==> config.mk <==
export PLATFORM = sky130hd
export DESIGN_NAME = jtcontra_rom_sched_flat
export DESIGN_NICKNAME = d
export VERILOG_FILES = /design/src/rtl/jtcontra_sched_pkg.sv /design/src/rtl/jtcontra_rom_sched_if.sv /design/src/rtl/jtcontra_sched_slot.sv /design/src/rtl/jtcontra_rom_sched.sv /design/src/flat_wrapper.sv
export SDC_FILE = /design/constraint.sdc
export NUM_CORES = 1
export LEC_CHECK = 0
export BUFFER_PORTS_ARGS = -buffer_cell sky130_fd_sc_hd__buf_2
export CELL_PAD_IN_SITES_DETAIL_PLACEMENT = 1
export CELL_PAD_IN_SITES_GLOBAL_PLACEMENT = 1
export CORE_ASPECT_RATIO = 0.6
export CORE_MARGIN = 2
export CORE_UTILIZATION = 40
export CTS_CLUSTER_DIAMETER = 150
export CTS_CLUSTER_SIZE = 14
export DETAILED_ROUTE_END_ITERATION = 10
export HOLD_SLACK_MARGIN = 0.05
export MAX_ROUTING_LAYER = met4
export PLACE_DENSITY = 0.75
export SYNTH_ARGS = -nofsm -noshare
export SYNTH_HDL_FRONTEND = slang
export SYNTH_SLANG_ARGS = --single-unit
==> constraint.sdc <==
create_clock -name clk -period 5.7 [get_ports clk]
set_clock_uncertainty 0.05 [all_clocks]
set_input_delay 0.285 -clock clk [delete_from_list [all_inputs] [get_ports clk]]
set_output_delay 0.285 -clock clk [all_outputs]
set_load 0.02 [all_outputs]
==> src/rtl/jtcontra_sched_pkg.sv <==
// Shared types and constants for the Contra ROM read scheduler.
// FSM states, slot count, slot indices and a width helper.
package jtcontra_sched_pkg;

  typedef enum logic [1:0] {
    IDLE,
    REQ,
    WAIT
  } sched_st_e;

  localparam int NSLOT = 4;
  localparam int GFX1  = 0;
  localparam int GFX2  = 1;
  localparam int SND   = 2;
  localparam int MAIN  = 3;

  function automatic int max4(int a, int b, int c, int d);
    int m;
    m = a;
    if (b > m) m = b;
    if (c > m) m = c;
    if (d > m) m = d;
    return m;
  endfunction

endpackage

==> src/rtl/jtcontra_rom_sched_if.sv <==
// Bus between the ROM clients / SDRAM controller and the scheduler.
// slave: scheduler side; master: clients and controller side.
interface jtcontra_rom_sched_if #(
  parameter int AW0 = 18,
  parameter int AW1 = 18,
  parameter int AW2 = 15,
  parameter int AW3 = 18
);
  logic           vblank;
  logic           downloading;
  logic           slot0_cs;
  logic           slot1_cs;
  logic           slot2_cs;
  logic           slot3_cs;
  logic [AW0-1:0] slot0_addr;
  logic [AW1-1:0] slot1_addr;
  logic [AW2-1:0] slot2_addr;
  logic [AW3-1:0] slot3_addr;
  logic [15:0]    slot0_dout;
  logic [15:0]    slot1_dout;
  logic [15:0]    slot2_dout;
  logic [15:0]    slot3_dout;
  logic           slot0_ok;
  logic           slot1_ok;
  logic           slot2_ok;
  logic           slot3_ok;
  logic           sdram_req;
  logic [21:0]    sdram_addr;
  logic           sdram_ack;
  logic           data_rdy;
  logic [31:0]    data_read;
  logic           refresh_en;

  modport slave (
    input  vblank, downloading,
    input  slot0_cs, slot1_cs,
    input  slot2_cs, slot3_cs,
    input  slot0_addr, slot1_addr,
    input  slot2_addr, slot3_addr,
    output slot0_dout, slot1_dout,
    output slot2_dout, slot3_dout,
    output slot0_ok, slot1_ok,
    output slot2_ok, slot3_ok,
    output sdram_req, sdram_addr,
    input  sdram_ack, data_rdy,
    input  data_read,
    output refresh_en
  );

  modport master (
    output vblank, downloading,
    output slot0_cs, slot1_cs,
    output slot2_cs, slot3_cs,
    output slot0_addr, slot1_addr,
    output slot2_addr, slot3_addr,
    input  slot0_dout, slot1_dout,
    input  slot2_dout, slot3_dout,
    input  slot0_ok, slot1_ok,
    input  slot2_ok, slot3_ok,
    input  sdram_req, sdram_addr,
    output sdram_ack, data_rdy,
    output data_read,
    input  refresh_en
  );
endinterface

==> src/rtl/jtcontra_sched_slot.sv <==
// One-entry 32-bit cache for one ROM slot: hit compare, half select.
// Ports: clk, rst, clr, we, wr_tag, wr_data, cs, addr -> ok, dout, pend.
module jtcontra_sched_slot #(
  parameter int AW = 18
) (
  input  logic          clk,
  input  logic          rst,
  input  logic          clr,
  input  logic          we,
  input  logic [AW-2:0] wr_tag,
  input  logic [31:0]   wr_data,
  input  logic          cs,
  input  logic [AW-1:0] addr,
  output logic          ok,
  output logic [15:0]   dout,
  output logic          pend
);
  logic          valid;
  logic [AW-2:0] tag;
  logic [31:0]   data;

  always_ff @(posedge clk or posedge rst) begin
    if (rst) begin
      valid <= 1'b0;
      tag   <= '0;
      data  <= '0;
    end else if (clr) begin
      valid <= 1'b0;
    end else if (we) begin
      valid <= 1'b1;
      tag   <= wr_tag;
      data  <= wr_data;
    end
  end

  // clr also masks ok in the cycle it rises
  assign ok   = cs & valid & ~clr
              & (tag == addr[AW-1:1]);
  assign dout = addr[0] ? data[31:16]
                        : data[15:0];
  assign pend = cs & ~ok;
endmodule

==> src/rtl/jtcontra_rom_sched.sv <==
// Four-slot SDRAM read scheduler with per-slot one-word caches.
// Ports: clk, rst, bus (slave). Define JTCONTRA_SCHED_RR_EN for GFX round-robin.
module jtcontra_rom_sched
  import jtcontra_sched_pkg::*;
#(
  parameter int          SLOT0_AW     = 18,
  parameter int          SLOT1_AW     = 18,
  parameter int          SLOT2_AW     = 15,
  parameter int          SLOT3_AW     = 18,
  parameter logic [21:0] SLOT0_OFFSET = 22'd0,
  parameter logic [21:0] SLOT1_OFFSET = 22'd0,
  parameter logic [21:0] SLOT2_OFFSET = 22'd0,
  parameter logic [21:0] SLOT3_OFFSET = 22'd0
) (
  input logic clk,
  input logic rst,
  jtcontra_rom_sched_if.slave bus
);
  localparam int TW = max4(SLOT0_AW, SLOT1_AW,
                           SLOT2_AW, SLOT3_AW) - 1;

  sched_st_e                  st;
  logic                       req_q;
  logic [21:0]                addr_q;
  logic [1:0]                 win_q;
  logic [TW-1:0]              tag_q;
  logic [1:0]                 win;
  logic                       gfx_pick;
  logic                       fill;
  logic [NSLOT-1:0]           pend;
  logic [NSLOT-1:0]           we;
  logic [NSLOT-1:0][TW-1:0]   tag_in;
  logic [NSLOT-1:0][21:0]     off;
  logic [21:0]                nxt_addr;
  logic                       dl;

  assign dl = bus.downloading;

  assign tag_in[GFX1] = TW'(bus.slot0_addr[SLOT0_AW-1:1]);
  assign tag_in[GFX2] = TW'(bus.slot1_addr[SLOT1_AW-1:1]);
  assign tag_in[SND]  = TW'(bus.slot2_addr[SLOT2_AW-1:1]);
  assign tag_in[MAIN] = TW'(bus.slot3_addr[SLOT3_AW-1:1]);

  assign off[GFX1] = SLOT0_OFFSET;
  assign off[GFX2] = SLOT1_OFFSET;
  assign off[SND]  = SLOT2_OFFSET;
  assign off[MAIN] = SLOT3_OFFSET;

`ifdef JTCONTRA_SCHED_RR_EN
  logic ptr;

  assign gfx_pick = (pend[GFX1] & pend[GFX2])
                  ? ptr : pend[GFX2];

  // Prefer the GFX slot that was not just served
  always_ff @(posedge clk or posedge rst) begin
    if (rst) begin
      ptr <= 1'b0;
    end else if (fill && !win_q[1]) begin
      ptr <= ~win_q[0];
    end
  end
`else
  assign gfx_pick = ~pend[GFX1];
`endif

  always_comb begin
    win = {1'b0, gfx_pick};
    priority case (1'b1)
      pend[MAIN]: win = 2'(MAIN);
      pend[SND]:  win = 2'(SND);
      default:    win = {1'b0, gfx_pick};
    endcase
  end

  assign nxt_addr = off[win]
                  + 22'({tag_in[win], 1'b0});

  assign fill = (st == WAIT) & bus.data_rdy & ~dl;

  always_comb begin
    for (int i = 0; i < NSLOT; i++) begin
      we[i] = fill & (win_q == 2'(i));
    end
  end

  always_ff @(posedge clk or posedge rst) begin
    if (rst) begin
      st     <= IDLE;
      req_q  <= 1'b0;
      addr_q <= '0;
      win_q  <= '0;
      tag_q  <= '0;
    end else if (dl) begin
      st    <= IDLE;
      req_q <= 1'b0;
    end else begin
      unique case (st)
        IDLE: if (|pend) begin
          st     <= REQ;
          req_q  <= 1'b1;
          win_q  <= win;
          tag_q  <= tag_in[win];
          addr_q <= nxt_addr;
        end
        REQ: if (bus.sdram_ack) begin
          st    <= WAIT;
          req_q <= 1'b0;
        end
        WAIT: if (bus.data_rdy) begin
          st <= IDLE;
        end
        default: st <= IDLE;
      endcase
    end
  end

  assign bus.sdram_req  = req_q & ~dl;
  assign bus.sdram_addr = addr_q;
  assign bus.refresh_en = bus.vblank & ~dl
                        & (st == IDLE) & ~|pend;

  jtcontra_sched_slot #(.AW(SLOT0_AW)) u_slot0 (
    .clk(clk), .rst(rst), .clr(dl),
    .we(we[GFX1]),
    .wr_tag(tag_q[SLOT0_AW-2:0]),
    .wr_data(bus.data_read),
    .cs(bus.slot0_cs), .addr(bus.slot0_addr),
    .ok(bus.slot0_ok), .dout(bus.slot0_dout),
    .pend(pend[GFX1])
  );

  jtcontra_sched_slot #(.AW(SLOT1_AW)) u_slot1 (
    .clk(clk), .rst(rst), .clr(dl),
    .we(we[GFX2]),
    .wr_tag(tag_q[SLOT1_AW-2:0]),
    .wr_data(bus.data_read),
    .cs(bus.slot1_cs), .addr(bus.slot1_addr),
    .ok(bus.slot1_ok), .dout(bus.slot1_dout),
    .pend(pend[GFX2])
  );

  jtcontra_sched_slot #(.AW(SLOT2_AW)) u_slot2 (
    .clk(clk), .rst(rst), .clr(dl),
    .we(we[SND]),
    .wr_tag(tag_q[SLOT2_AW-2:0]),
    .wr_data(bus.data_read),
    .cs(bus.slot2_cs), .addr(bus.slot2_addr),
    .ok(bus.slot2_ok), .dout(bus.slot2_dout),
    .pend(pend[SND])
  );

  jtcontra_sched_slot #(.AW(SLOT3_AW)) u_slot3 (
    .clk(clk), .rst(rst), .clr(dl),
    .we(we[MAIN]),
    .wr_tag(tag_q[SLOT3_AW-2:0]),
    .wr_data(bus.data_read),
    .cs(bus.slot3_cs), .addr(bus.slot3_addr),
    .ok(bus.slot3_ok), .dout(bus.slot3_dout),
    .pend(pend[MAIN])
  );
endmodule

==> src/flat_wrapper.sv <==
// flat-port wrapper written by rule: the top's interface ports become plain ports
module jtcontra_rom_sched_flat import jtcontra_sched_pkg::*;
#(
  parameter int          SLOT0_AW     = 18,
  parameter int          SLOT1_AW     = 18,
  parameter int          SLOT2_AW     = 15,
  parameter int          SLOT3_AW     = 18,
  parameter logic [21:0] SLOT0_OFFSET = 22'd0,
  parameter logic [21:0] SLOT1_OFFSET = 22'd0,
  parameter logic [21:0] SLOT2_OFFSET = 22'd0,
  parameter logic [21:0] SLOT3_OFFSET = 22'd0
)
  (clk, rst, bus_vblank, bus_downloading, bus_slot0_cs, bus_slot1_cs, bus_slot2_cs, bus_slot3_cs, bus_slot0_addr, bus_slot1_addr, bus_slot2_addr, bus_slot3_addr, bus_slot0_dout, bus_slot1_dout, bus_slot2_dout, bus_slot3_dout, bus_slot0_ok, bus_slot1_ok, bus_slot2_ok, bus_slot3_ok, bus_sdram_req, bus_sdram_addr, bus_sdram_ack, bus_data_rdy, bus_data_read, bus_refresh_en);
  jtcontra_rom_sched_if bus_i ();
  input logic clk;
  input logic rst;
  input wire logic [$bits(bus_i.vblank)-1:0] bus_vblank;
  input wire logic [$bits(bus_i.downloading)-1:0] bus_downloading;
  input wire logic [$bits(bus_i.slot0_cs)-1:0] bus_slot0_cs;
  input wire logic [$bits(bus_i.slot1_cs)-1:0] bus_slot1_cs;
  input wire logic [$bits(bus_i.slot2_cs)-1:0] bus_slot2_cs;
  input wire logic [$bits(bus_i.slot3_cs)-1:0] bus_slot3_cs;
  input wire logic [$bits(bus_i.slot0_addr)-1:0] bus_slot0_addr;
  input wire logic [$bits(bus_i.slot1_addr)-1:0] bus_slot1_addr;
  input wire logic [$bits(bus_i.slot2_addr)-1:0] bus_slot2_addr;
  input wire logic [$bits(bus_i.slot3_addr)-1:0] bus_slot3_addr;
  output wire logic [$bits(bus_i.slot0_dout)-1:0] bus_slot0_dout;
  output wire logic [$bits(bus_i.slot1_dout)-1:0] bus_slot1_dout;
  output wire logic [$bits(bus_i.slot2_dout)-1:0] bus_slot2_dout;
  output wire logic [$bits(bus_i.slot3_dout)-1:0] bus_slot3_dout;
  output wire logic [$bits(bus_i.slot0_ok)-1:0] bus_slot0_ok;
  output wire logic [$bits(bus_i.slot1_ok)-1:0] bus_slot1_ok;
  output wire logic [$bits(bus_i.slot2_ok)-1:0] bus_slot2_ok;
  output wire logic [$bits(bus_i.slot3_ok)-1:0] bus_slot3_ok;
  output wire logic [$bits(bus_i.sdram_req)-1:0] bus_sdram_req;
  output wire logic [$bits(bus_i.sdram_addr)-1:0] bus_sdram_addr;
  input wire logic [$bits(bus_i.sdram_ack)-1:0] bus_sdram_ack;
  input wire logic [$bits(bus_i.data_rdy)-1:0] bus_data_rdy;
  input wire logic [$bits(bus_i.data_read)-1:0] bus_data_read;
  output wire logic [$bits(bus_i.refresh_en)-1:0] bus_refresh_en;
  assign bus_i.vblank = bus_vblank;
  assign bus_i.downloading = bus_downloading;
  assign bus_i.slot0_cs = bus_slot0_cs;
  assign bus_i.slot1_cs = bus_slot1_cs;
  assign bus_i.slot2_cs = bus_slot2_cs;
  assign bus_i.slot3_cs = bus_slot3_cs;
  assign bus_i.slot0_addr = bus_slot0_addr;
  assign bus_i.slot1_addr = bus_slot1_addr;
  assign bus_i.slot2_addr = bus_slot2_addr;
  assign bus_i.slot3_addr = bus_slot3_addr;
  assign bus_slot0_dout = bus_i.slot0_dout;
  assign bus_slot1_dout = bus_i.slot1_dout;
  assign bus_slot2_dout = bus_i.slot2_dout;
  assign bus_slot3_dout = bus_i.slot3_dout;
  assign bus_slot0_ok = bus_i.slot0_ok;
  assign bus_slot1_ok = bus_i.slot1_ok;
  assign bus_slot2_ok = bus_i.slot2_ok;
  assign bus_slot3_ok = bus_i.slot3_ok;
  assign bus_sdram_req = bus_i.sdram_req;
  assign bus_sdram_addr = bus_i.sdram_addr;
  assign bus_i.sdram_ack = bus_sdram_ack;
  assign bus_i.data_rdy = bus_data_rdy;
  assign bus_i.data_read = bus_data_read;
  assign bus_refresh_en = bus_i.refresh_en;
  jtcontra_rom_sched #(.SLOT0_AW(SLOT0_AW), .SLOT1_AW(SLOT1_AW), .SLOT2_AW(SLOT2_AW), .SLOT3_AW(SLOT3_AW), .SLOT0_OFFSET(SLOT0_OFFSET), .SLOT1_OFFSET(SLOT1_OFFSET), .SLOT2_OFFSET(SLOT2_OFFSET), .SLOT3_OFFSET(SLOT3_OFFSET)) u_core (.clk(clk), .rst(rst), .bus(bus_i));
endmodule
==> flow_metrics.env, run 1 <==
export IMPL_r2r_end="u_core.bus.sdram_addr[3]$_DFFE_PP0P_"
export IMPL_hold_path_startpoint="bus_slot3_addr[12]"
export IMPL_rows=45
export IMPL_rrSetupSlack_ps=2210
export IMPL_setup_viol=0
export IMPL_synthCells=755
export IMPL_hpwl_um=20700
export IMPL_ys_seq_elements=219
export IMPL_register_area_mm2=0.00548
export IMPL_vias_per_cell=5.30
export IMPL_crit_fanout=16
export IMPL_slew_viol_final=0
export IMPL_yosysSeqAreaShare_pct=53.7
export IMPL_cp_end_kind="output port"
export IMPL_cap_violations=0
export IMPL_hold_path_class="in2reg"
export IMPL_synth_cell_types=35
export IMPL_grt_usage_pct=23.2
export IMPL_avgSynthCellArea_um2=13.5
export IMPL_grt_max_degree=127
export IMPL_initial_core_util_pct=40.5
export IMPL_vias=7012
export IMPL_dr_pass1_iters=5
export IMPL_grt_first_pass_wirelength_um=46000
export IMPL_grt_pass1_vias=7482
export IMPL_startpoint="u_core.u_slot0.tag[9]$_DFFE_PP0P_"
export IMPL_io_buffer_count=197
export IMPL_power_mw=4.01
export IMPL_min_period_ps=3730
export IMPL_critPathArrivalTime_ps=3400
export IMPL_tightest_slew_ps=1260
export IMPL_status="completed"
export IMPL_fmax_mhz=268
export IMPL_clk_pin_slew_ps=70
export IMPL_p_per_area_mw_per_mm2=321
export IMPL_reg2reg_depth=8
export IMPL_cts_buffers=19
export IMPL_area_growth_pct=22.4
export IMPL_finalHoldViolCount=0
export IMPL_cts_tree="done"
export IMPL_fin_crit_sh_pct=65.5
export IMPL_ant_nets=0
export IMPL_wl_um=29700
export IMPL_synth_area_mm2=0.0102
export IMPL_layout_nets=1100
export IMPL_fill_cells=2652
export IMPL_ctsHtreeMaxLevel=1
export IMPL_utilization_pct=49.6
export IMPL_die_h_um=128
export IMPL_antenna_found_initial=4
export IMPL_drcViolationCount=0
export IMPL_r2r_start="u_core.u_slot0.tag[9]$_DFFE_PP0P_"
export IMPL_die_area_mm2=0.0268
export IMPL_synth_warnings=0
export IMPL_startpoint_type="register"
export IMPL_clock_latency_ps=480
export IMPL_die_w_um=210
export IMPL_multi_input_area_mm2=0.00450
export IMPL_post_drt_wl_per_cell_um=22.5
export IMPL_rsz0062_at_grt="false"
export IMPL_leakage_nw=6.37
export IMPL_boundaryPins=203
export IMPL_ctsRootBufferMaster="clkbuf_16"
export IMPL_design_core_area_mm2=0.0252
export IMPL_gp_congestion=0.798
export IMPL_grt_overflow=0
export IMPL_path_class="reg2out"
export IMPL_slew_headroom_pct=15.9
export IMPL_cts_sinks=219
export IMPL_hold_depth=3
export IMPL_worstPathRequired_ps=5370
export IMPL_fin_tns_setup_ps=0
export IMPL_drt_iter0_markers=356
export IMPL_min_to="u_core.bus.sdram_addr[12]$_DFFE_PP0P_"
export IMPL_ir_worst_vdd_mv=0.253
export IMPL_layout_drive_gt1_share_pct=50.1
export IMPL_cts_path_max_buffers=3
how the worst max path moves through the flow:
stage                                       endpoint  cells after the start
2_1_floorplan  u_core.bus.sdram_addr[10]$_DFFE_PP0P_                      1
4_1_cts                               bus_refresh_en                      8
5_1_grt                               bus_refresh_en                      8
3_5_place_dp    u_core.bus.sdram_addr[6]$_DFFE_PP0P_                      9
6_report                              bus_refresh_en                      8
3_3_place_gp    u_core.bus.sdram_addr[1]$_DFFE_PP0P_                      9
report_power, final:
part           internal [mW]  leakage [nW]  switching (mW)
clock network          0.592         0.234           0.551
registers               1.80          2.91           0.174
logic                  0.419          3.23           0.476
total                   2.81          6.37            1.20
through the flow:
stage / instance area, um^2 / worst slack (ps) / hold WS, ps / std cells
after global routing: 12500 / 1740 / 74.7 / 1321
after CTS: 12500 / 1960 / 50.8 / 1317
after detailed placement: 11500 / 2300 / 297 / 1249
after floorplan: 10200 / 2510 / 349 / 759
after global placement: 11500 / 2410 / 296 / 1249
final: 12500 / 1970 / 87.4 / 1323
synth_stat cells:
library cell | instances | area [um^2]
and3_1 | 1 | 6.26
nand4_1 | 5 | 31.3
nand2_1 | 18 | 67.6
a2111oi_0 | 2 | 17.5
o41a_1 | 1 | 11.3
a31oi_1 | 14 | 87.6
nor2_1 | 40 | 150
o41ai_1 | 1 | 8.76
nand3_1 | 7 | 35.0
nor3_1 | 3 | 15.0
a211oi_1 | 1 | 7.51
a22oi_1 | 3 | 22.5
conb_1 | 1 | 3.75
xnor2_1 | 12 | 105
or3_1 | 1 | 6.26
mux2_2 | 260 | 2930
buf_4 | 5 | 37.5
o21ai_0 | 2 | 10.0
or4_1 | 1 | 7.51
buf_2 | 3 | 15.0
a41oi_4 | 1 | 27.5
xor2_1 | 53 | 464
o41ai_2 | 1 | 16.3
dfrtp_1 | 219 | 5480
buf_1 | 2 | 7.51
clkbuf_1 | 33 | 124
a211o_1 | 14 | 123
a21o_1 | 2 | 15.0
a21oi_1 | 7 | 35.0
nand3b_1 | 1 | 7.51
buf_6 | 3 | 33.8
nor4_1 | 15 | 93.8
inv_1 | 8 | 30.0
mux2i_1 | 14 | 140
o41ai_4 | 1 | 27.5
cells in the final DEF, fill, tap and decap left out, types with 12 or more instances in the layout:
cell	count
nor2_1	39
dfrtp_1	219
mux2_2	260
a31oi_1	14
xor2_1	53
mux2i_1	14
a211o_1	14
xnor2_1	12
clkbuf_16	19
buf_2	197
dlygate4sd3_1	48
nand2_1	18
nor4_1	15
what timing repair did:
| item | 4_1_cts | 5_1_grt |
|---|---|---|
| setup endpoints to repair | 0 | 0 |
| hold endpoints to repair | 159 | 0 |
| gates resized for setup | 0 | 0 |
| hold buffers | 48 | 0 |
| buffers inserted | 0 | 0 |
flip-flops by register name (all words and copies together), names as in the netlist:
register and cells:
u_core.bus.sdram_addr 17, u_core.req_q 1, u_core.st 2, u_core.u_slot0.data 32
u_core.u_slot0.tag 17, u_core.u_slot0.valid 1, u_core.u_slot1.data 32, u_core.u_slot1.tag 17
u_core.u_slot1.valid 1, u_core.u_slot2.data 32, u_core.u_slot2.tag 14, u_core.u_slot2.valid 1
u_core.u_slot3.data 32, u_core.u_slot3.tag 17, u_core.u_slot3.valid 1, u_core.win_q 2
final cells by class:
type | instances | share of cell area (%)
Multi-Input combinational cell | 486 | 36.1
Timing Repair Buffer | 255 | 12.5
Antenna cell | 6 | 0.120
Clock inverter | 1 | 0.0602
Sequential cell | 219 | 43.9
Tap cell | 329 | 3.30
Clock buffer | 19 | 3.81
Inverter | 8 | 0.271
per-layer routing:
metal | vias up | share of wire [%] | track usage [%]
li1 | 3150 | - | -
met5 | - | 0 | -
met2 | 171 | 42 | 32.9
met1 | 3669 | 51 | 34.7
met4 | 0 | 0.96 | 3.13
met3 | 22 | 6.7 | 4.90
kinds of logic after synthesis:
group / after synthesis / synth area share, %
compound gates: 50 / 4.01
xor+xnor: 65 / 5.58
buf+inv: 54 / 2.43
flops: 219 / 53.7
mux: 274 / 30.1
other cells: 1 / 0.0368
simple gates: 92 / 4.12
critical path, cell delays in order (launching register included):
cell and delay, ps:
dfrtp_1 390, xor2_1 220, nor4_1 390, nand3_1 210
o41ai_4 600, buf_4 420, nand4_1 250, nor3_1 210
buf_2 220
No activity file was read; power rests on OpenSTA's default activity.
==> run 2: changes to the inputs <==
--- a/config.mk
+++ b/config.mk
@@ -10,13 +10,13 @@
 export CELL_PAD_IN_SITES_GLOBAL_PLACEMENT = 1
 export CORE_ASPECT_RATIO = 0.6
 export CORE_MARGIN = 2
-export CORE_UTILIZATION = 40
+export CORE_UTILIZATION = 45
 export CTS_CLUSTER_DIAMETER = 150
 export CTS_CLUSTER_SIZE = 14
 export DETAILED_ROUTE_END_ITERATION = 10
 export HOLD_SLACK_MARGIN = 0.05
 export MAX_ROUTING_LAYER = met4
-export PLACE_DENSITY = 0.75
+export PLACE_DENSITY = 0.79
 export SYNTH_ARGS = -nofsm -noshare
 export SYNTH_HDL_FRONTEND = slang
 export SYNTH_SLANG_ARGS = --single-unit
==> constraint.sdc (replaced) <==
create_clock -name clk -period 3.7 [get_ports clk]
set_clock_uncertainty 0.05 [all_clocks]
set_input_delay 0.185 -clock clk [delete_from_list [all_inputs] [get_ports clk]]
set_output_delay 0.185 -clock clk [all_outputs]
set_load 0.02 [all_outputs]
==> run 2 against run 1 <==
Compared with the run above:
- setup slack got worse by 1700 ps
- combinational power rose by 55%
- worst hold slack worse by 11 ps
- die area down 11%
- total power increased by 54%
- sequential power is 54% higher
- via count fell by 1.1%
- flip-flop and latch count unchanged
- core utilization up 7.0 points
- largest cell class unchanged
- largest power group unchanged
- highest routed layer unchanged
==> flow_metrics.env, run 2 (synthesis results as in run 1) <==
export IMPL_rrSetupSlack_ps=420
export IMPL_hold_path_class="in2reg"
export IMPL_route_met2_wl_um=12700
export IMPL_hold_path_startpoint="bus_slot2_addr[11]"
export IMPL_wl_met3_um=1870
export IMPL_vias_per_cell=5.32
export IMPL_grt_pass1_vias=7678
export IMPL_finalHoldViolCount=0
export IMPL_status="completed"
export IMPL_cts_buffers=19
export IMPL_initial_core_util_pct=46.1
export IMPL_r2r_start="u_core.u_slot3.tag[2]$_DFFE_PP0P_"
export IMPL_dr_pass1_iters=4
export IMPL_cts_sinks=219
export IMPL_fmax_mhz=295
export IMPL_r2r_end="u_core.bus.sdram_addr[6]$_DFFE_PP0P_"
export IMPL_grt_first_pass_wirelength_um=45500
export IMPL_clock_latency_ps=480
export IMPL_cts_path_max_buffers=3
export IMPL_slew_headroom_pct=18.3
export IMPL_top_layer_used="met4"
export IMPL_power_mw=6.17
export IMPL_ir_worst_vdd_mv=0.308
export IMPL_min_to="u_core.bus.sdram_addr[11]$_DFFE_PP0P_"
export IMPL_reg2reg_depth=7
export IMPL_cts_tree="done"
export IMPL_register_area_mm2=0.00548
export IMPL_fill_cells=2265
export IMPL_stdcell_area_mm2=0.0125
export IMPL_dpl_instance_area_mm2=0.0115
export IMPL_cp_end_kind="output port"
export IMPL_vias=6936
export IMPL_fin_crit_sh_pct=91.7
export IMPL_post_drt_wl_per_cell_um=22.5
export IMPL_layout_nets=1108
export IMPL_die_w_um=198
export IMPL_p_per_area_mw_per_mm2=493
export IMPL_path_buf_inv=1
export IMPL_ctsHtreeMaxLevel=1
export IMPL_hpwl_um=20400
export IMPL_grt_usage_pct=26.0
export IMPL_critPathArrivalTime_ps=3160
export IMPL_wl_um=29300
export IMPL_crit_path_top_delay_cell="nor4_1"
export IMPL_drt_iter0_markers=308
export IMPL_io_buffer_count=197
export IMPL_hold_ws_ps=76.5
export IMPL_layout_common_cells="260 x mux2_2, 219 x dfrtp_1, 197 x buf_2, 54 x dlygate4sd3_1, 53 x xor2_1"
export IMPL_grt_overflow=0
export IMPL_fin_tns_setup_ps=0
export IMPL_cpPeakStageDelay_ps=570
export IMPL_wl_met1_um=14200
export IMPL_grt_max_degree=116
export IMPL_startpoint_type="register"
export IMPL_die_h_um=121
export IMPL_tightest_slew_ps=1220
export IMPL_boundaryPins=203
export IMPL_cp_top_family="simple AND/OR/NAND/NOR gates"
export IMPL_worstPathRequired_ps=3460
export IMPL_path_class="reg2out"
export IMPL_min_period_ps=3390
export IMPL_area_growth_pct=22.8
export IMPL_slew_viol_final=0
export IMPL_rows=42
export IMPL_ant_nets=0
export IMPL_drcViolationCount=0
export IMPL_ctsRootBufferMaster="clkbuf_16"
export IMPL_final_common_cell="mux2_2"
export IMPL_design_core_area_mm2=0.0221
export IMPL_layout_drive_gt1_share_pct=49.9
export IMPL_setup_viol=0
export IMPL_rsz0062_at_grt="false"
export IMPL_clk_pin_slew_ps=70
export IMPL_crit_chain="xor2_1 -> nor4_1 -> nand3_1 -> o41ai_2 -> nand4_1 -> nor3_1 -> buf_2"
export IMPL_cap_violations=0
export IMPL_antenna_found_initial=0
export IMPL_utilization_pct=56.6
export IMPL_hold_depth=4
export IMPL_die_area_mm2=0.0239
export IMPL_multi_input_area_mm2=0.00450
export IMPL_leakage_nw=6.42
export IMPL_crit_fanout=3
export IMPL_diodes=0
export IMPL_gp_congestion=0.821
run 2: cell types whose count changed in the layout (fill, tap and decap cells not counted), sizes merged:
cell	change
buf	+2
dlygate4sd3	+6
diode	-6
run 2: how the worst max path moves through the flow:
stage	startpoint	endpoint	slack (ps)	depth (start not counted)
final	u_core.u_slot3.tag[2]$_DFFE_PP0P_	bus_refresh_en	310	7
after global placement	u_core.u_slot0.tag[0]$_DFFE_PP0P_	u_core.bus.sdram_addr[13]$_DFFE_PP0P_	650	8
after detailed placement	u_core.u_slot0.tag[0]$_DFFE_PP0P_	u_core.bus.sdram_addr[1]$_DFFE_PP0P_	530	8
after global routing	u_core.u_slot0.tag[0]$_DFFE_PP0P_	bus_refresh_en	40	8
after CTS	u_core.u_slot0.tag[0]$_DFFE_PP0P_	bus_refresh_en	320	8
after floorplan	rst	u_core.bus.sdram_addr[10]$_DFFE_PP0P_	610	1
run 2: power by group:
part | internal (mW) | switching [mW]
sequential | 2.77 | 0.269
combinational | 0.652 | 0.736
clock | 0.911 | 0.833
total | 4.34 | 1.84
run 2: layout make-up:
cell class | count | area share [%]
inverters | 8 | 0.270
flip-flops and latches | 219 | 43.8
multi-input cells | 486 | 35.9
clock buffers | 19 | 3.80
clock inverters | 1 | 0.0599
well taps | 308 | 3.08
repair buffers | 263 | 13.1
run 2: stage by stage:
stage                     worst slack, ps  instances
after floorplan                       611        759
after global routing                 37.3       1304
final                                 307       1304
after CTS                             316       1304
after detailed placement              531       1230
after global placement                654       1230
run 2: what timing repair did:
action,CTS,global route
gates resized for setup,0,0
hold buffers,54,0
setup buffers,0,0
endpoints found under the hold margin,173,0
run 2: routing by layer:
| layer | GRT usage (%) | vias up |
|---|---|---|
| met4 | 4.70 | 0 |
| met3 | 4.77 | 35 |
| met2 | 37.9 | 188 |
| li1 | - | 3161 |
| met1 | 38.2 | 3552 |
| met5 | - | - |
run 2: worst min-delay path, delay by kind of cell:
family / cells / cell delay (ps)
buffers and inverters: 1 / 110
AOI/OAI and AO/OA: 2 / 170
and+or+nand+nor: 1 / 100
==> run 3: changes to the inputs <==
--- a/config.mk
+++ b/config.mk
@@ -9,14 +9,14 @@
 export CELL_PAD_IN_SITES_DETAIL_PLACEMENT = 1
 export CELL_PAD_IN_SITES_GLOBAL_PLACEMENT = 1
 export CORE_ASPECT_RATIO = 0.6
-export CORE_MARGIN = 2
-export CORE_UTILIZATION = 45
+export CORE_MARGIN = 3
+export CORE_UTILIZATION = 40
 export CTS_CLUSTER_DIAMETER = 150
 export CTS_CLUSTER_SIZE = 14
 export DETAILED_ROUTE_END_ITERATION = 10
 export HOLD_SLACK_MARGIN = 0.05
 export MAX_ROUTING_LAYER = met4
-export PLACE_DENSITY = 0.79
+export PLACE_DENSITY = 0.75
 export SYNTH_ARGS = -nofsm -noshare
 export SYNTH_HDL_FRONTEND = slang
 export SYNTH_SLANG_ARGS = --single-unit
==> constraint.sdc (replaced) <==
create_clock -name clk -period 2.9 [get_ports clk]
set_clock_uncertainty 0.05 [all_clocks]
set_input_delay 0.145 -clock clk [delete_from_list [all_inputs] [get_ports clk]]
set_output_delay 0.145 -clock clk [all_outputs]
set_load 0.02 [all_outputs]
==> run 3 against run 2 <==
Compared with the run above:
- first-iteration DRC count grew 48%
- total power up 29%
- count of clock-buffer cells in the layout unchanged
- wire length rose by 5.4%
- setup slack worse by 300 ps
- register-to-register slack lost 230 ps
- critical path depth increased by 1
- via count up 3.4%
- flip-flop and latch count stayed put
- cell count up 3.1%
- highest routed layer unchanged
==> flow_metrics.env, run 3 (synthesis results as in run 1) <==
export IMPL_grt_overflow=0
export IMPL_cts_buffers=19
export IMPL_ctsHtreeMaxLevel=1
export IMPL_finalHoldViolCount=0
export IMPL_io_buffer_count=197
export IMPL_layout_common_cells="260 x mux2_2, 219 x dfrtp_1, 196 x buf_2, 63 x dlygate4sd3_1, 53 x xor2_1"
export IMPL_grt_pass1_vias=7741
export IMPL_grt_max_degree=58
export IMPL_post_drt_wl_per_cell_um=23.0
export IMPL_die_w_um=212
export IMPL_die_h_um=130
export IMPL_hold_path_startpoint="bus_slot2_addr[1]"
export IMPL_clk_pin_slew_ps=70
export IMPL_path_class="reg2out"
export IMPL_crit_fanout=3
export IMPL_cts_tree="done"
export IMPL_gp_congestion=0.817
export IMPL_grt_usage_pct=23.2
export IMPL_p_int_mw=5.57
export IMPL_min_to="u_core.bus.sdram_addr[1]$_DFFE_PP0P_"
export IMPL_initial_core_util_pct=41.4
export IMPL_cap_violations=0
export IMPL_wl_um=30900
export IMPL_setup_viol=0
export IMPL_switching_share_pct=30.1
export IMPL_final_common_cell="mux2_2"
export IMPL_r2r_start="u_core.u_slot3.tag[14]$_DFFE_PP0P_"
export IMPL_r2r_end="u_core.bus.sdram_addr[11]$_DFFE_PP0P_"
export IMPL_hold_depth=4
export IMPL_grt_first_pass_wirelength_um=47100
export IMPL_vias_per_cell=5.33
export IMPL_diodes=0
export IMPL_fmax_mhz=346
export IMPL_vias=7169
export IMPL_slew_headroom_pct=42.9
export IMPL_dr_pass1_iters=4
export IMPL_hold_path_class="in2reg"
export IMPL_drt_iter0_markers=457
export IMPL_startpoint="u_core.u_slot1.tag[0]$_DFFE_PP0P_"
export IMPL_reg2reg_depth=8
export IMPL_die_area_mm2=0.0275
export IMPL_design_core_area_mm2=0.0246
export IMPL_leakage_nw=6.57
export IMPL_cp_end_kind="output port"
export IMPL_dpl_instance_area_mm2=0.0116
export IMPL_tightest_slew_ps=855
export IMPL_slew_viol_final=0
export IMPL_rsz0062_at_grt="true"
export IMPL_utilization_pct=52.3
export IMPL_seqPwrFrac_pct=48.8
export IMPL_clock_latency_ps=480
export IMPL_status="completed"
export IMPL_rows=44
export IMPL_startpoint_type="register"
export IMPL_ant_nets=0
export IMPL_layout_drive_gt1_share_pct=51.4
export IMPL_rrSetupSlack_ps=190
export IMPL_area_growth_pct=26.2
export IMPL_power_mw=7.97
export IMPL_hold_ws_ps=76.2
export IMPL_fin_tns_setup_ps=0
export IMPL_fin_crit_sh_pct=99.8
export IMPL_boundaryPins=203
export IMPL_pwr_share_clk_pct=28.1
export IMPL_drcViolationCount=0
export IMPL_p_comb_share_pct=23.2
export IMPL_hpwl_um=21800
export IMPL_ir_worst_vdd_mv=0.348
export IMPL_ctsRootBufferMaster="clkbuf_16"
export IMPL_stdcell_area_mm2=0.0129
export IMPL_cts_path_max_buffers=3
export IMPL_min_period_ps=2890
export IMPL_layout_nets=1134
export IMPL_fill_cells=2537
export IMPL_p_per_area_mw_per_mm2=619
export IMPL_cts_sinks=219
export IMPL_power_switching_mw=2.40
export IMPL_critPathArrivalTime_ps=2700
export IMPL_antenna_found_initial=0
export IMPL_worstPathRequired_ps=2710
[run 3: cell types whose count changed in the layout (fill, tap and decap cells not counted), sizes merged]
cell	delta
buf	+17
dlygate4sd3	+9
[run 3: area by class of cell]
class                   count  area, um^2  area share (%)
inverters                   8        33.8           0.262
clock buffers              19         475            3.69
clock inverters             1        7.51          0.0583
well taps                 322         403            3.13
multi-input cells         486        4580            35.6
flip-flops and latches    219        5480            42.6
repair buffers            289        1890            14.7
[run 3: worst max path at each step]
stage | to | slack (ps) | cells after the start
final | bus_refresh_en | 7 | 8
after global routing | bus_refresh_en | -120 | 7
after CTS | bus_refresh_en | 30 | 8
after detailed placement | u_core.bus.sdram_addr[8]$_DFFE_PP0P_ | 280 | 9
after global placement | u_core.bus.sdram_addr[12]$_DFFE_PP0P_ | 350 | 8
after floorplan | u_core.bus.sdram_addr[10]$_DFFE_PP0P_ | -150 | 1
[run 3: critical path, stage by stage (launching register included)]
cell,delay (ps)
dfrtp_1,390
xor2_1,210
nor4_2,340
nand3_1,200
o41ai_2,380
buf_4,170
nand4_1,170
nor3_1,180
buf_4,180
[run 3: power by group through the flow]
stage / logic (mW) / clock network [mW] / registers, mW
after global placement: 1.69 / 0 / 3.90
after floorplan: 1.09 / 0 / 3.88
final: 1.85 / 2.24 / 3.89
after global routing: 1.99 / 2.45 / 3.95
after CTS: 1.83 / 2.32 / 3.88
after detailed placement: 1.74 / 0 / 3.94
[run 3: through the flow]
stage | cells | setup slack, ps
finish | 1344 | 6.87
global placement | 1257 | 350
detailed placement | 1257 | 278
CTS | 1342 | 31.8
floorplan | 759 | -149
global route | 1344 | -122
[run 3: timing repair]
item / 4_1_cts / 5_1_grt
hold buffers: 64 / 0
resized for setup: 8 / 6
buffers inserted: 1 / 3
pin swaps: 3 / 4
endpoints found under the setup margin: 1 / 2
endpoints found under the hold margin: 179 / 0
[run 3: per-layer routing]
layer | share of wire [%] | track usage, % | vias up
met1 | 49 | 35.6 | 3714
met3 | 6.9 | 3.99 | 39
met4 | 1.5 | 3.58 | 0
met5 | 0 | - | -
met2 | 42 | 32.4 | 203
li1 | - | - | 3213
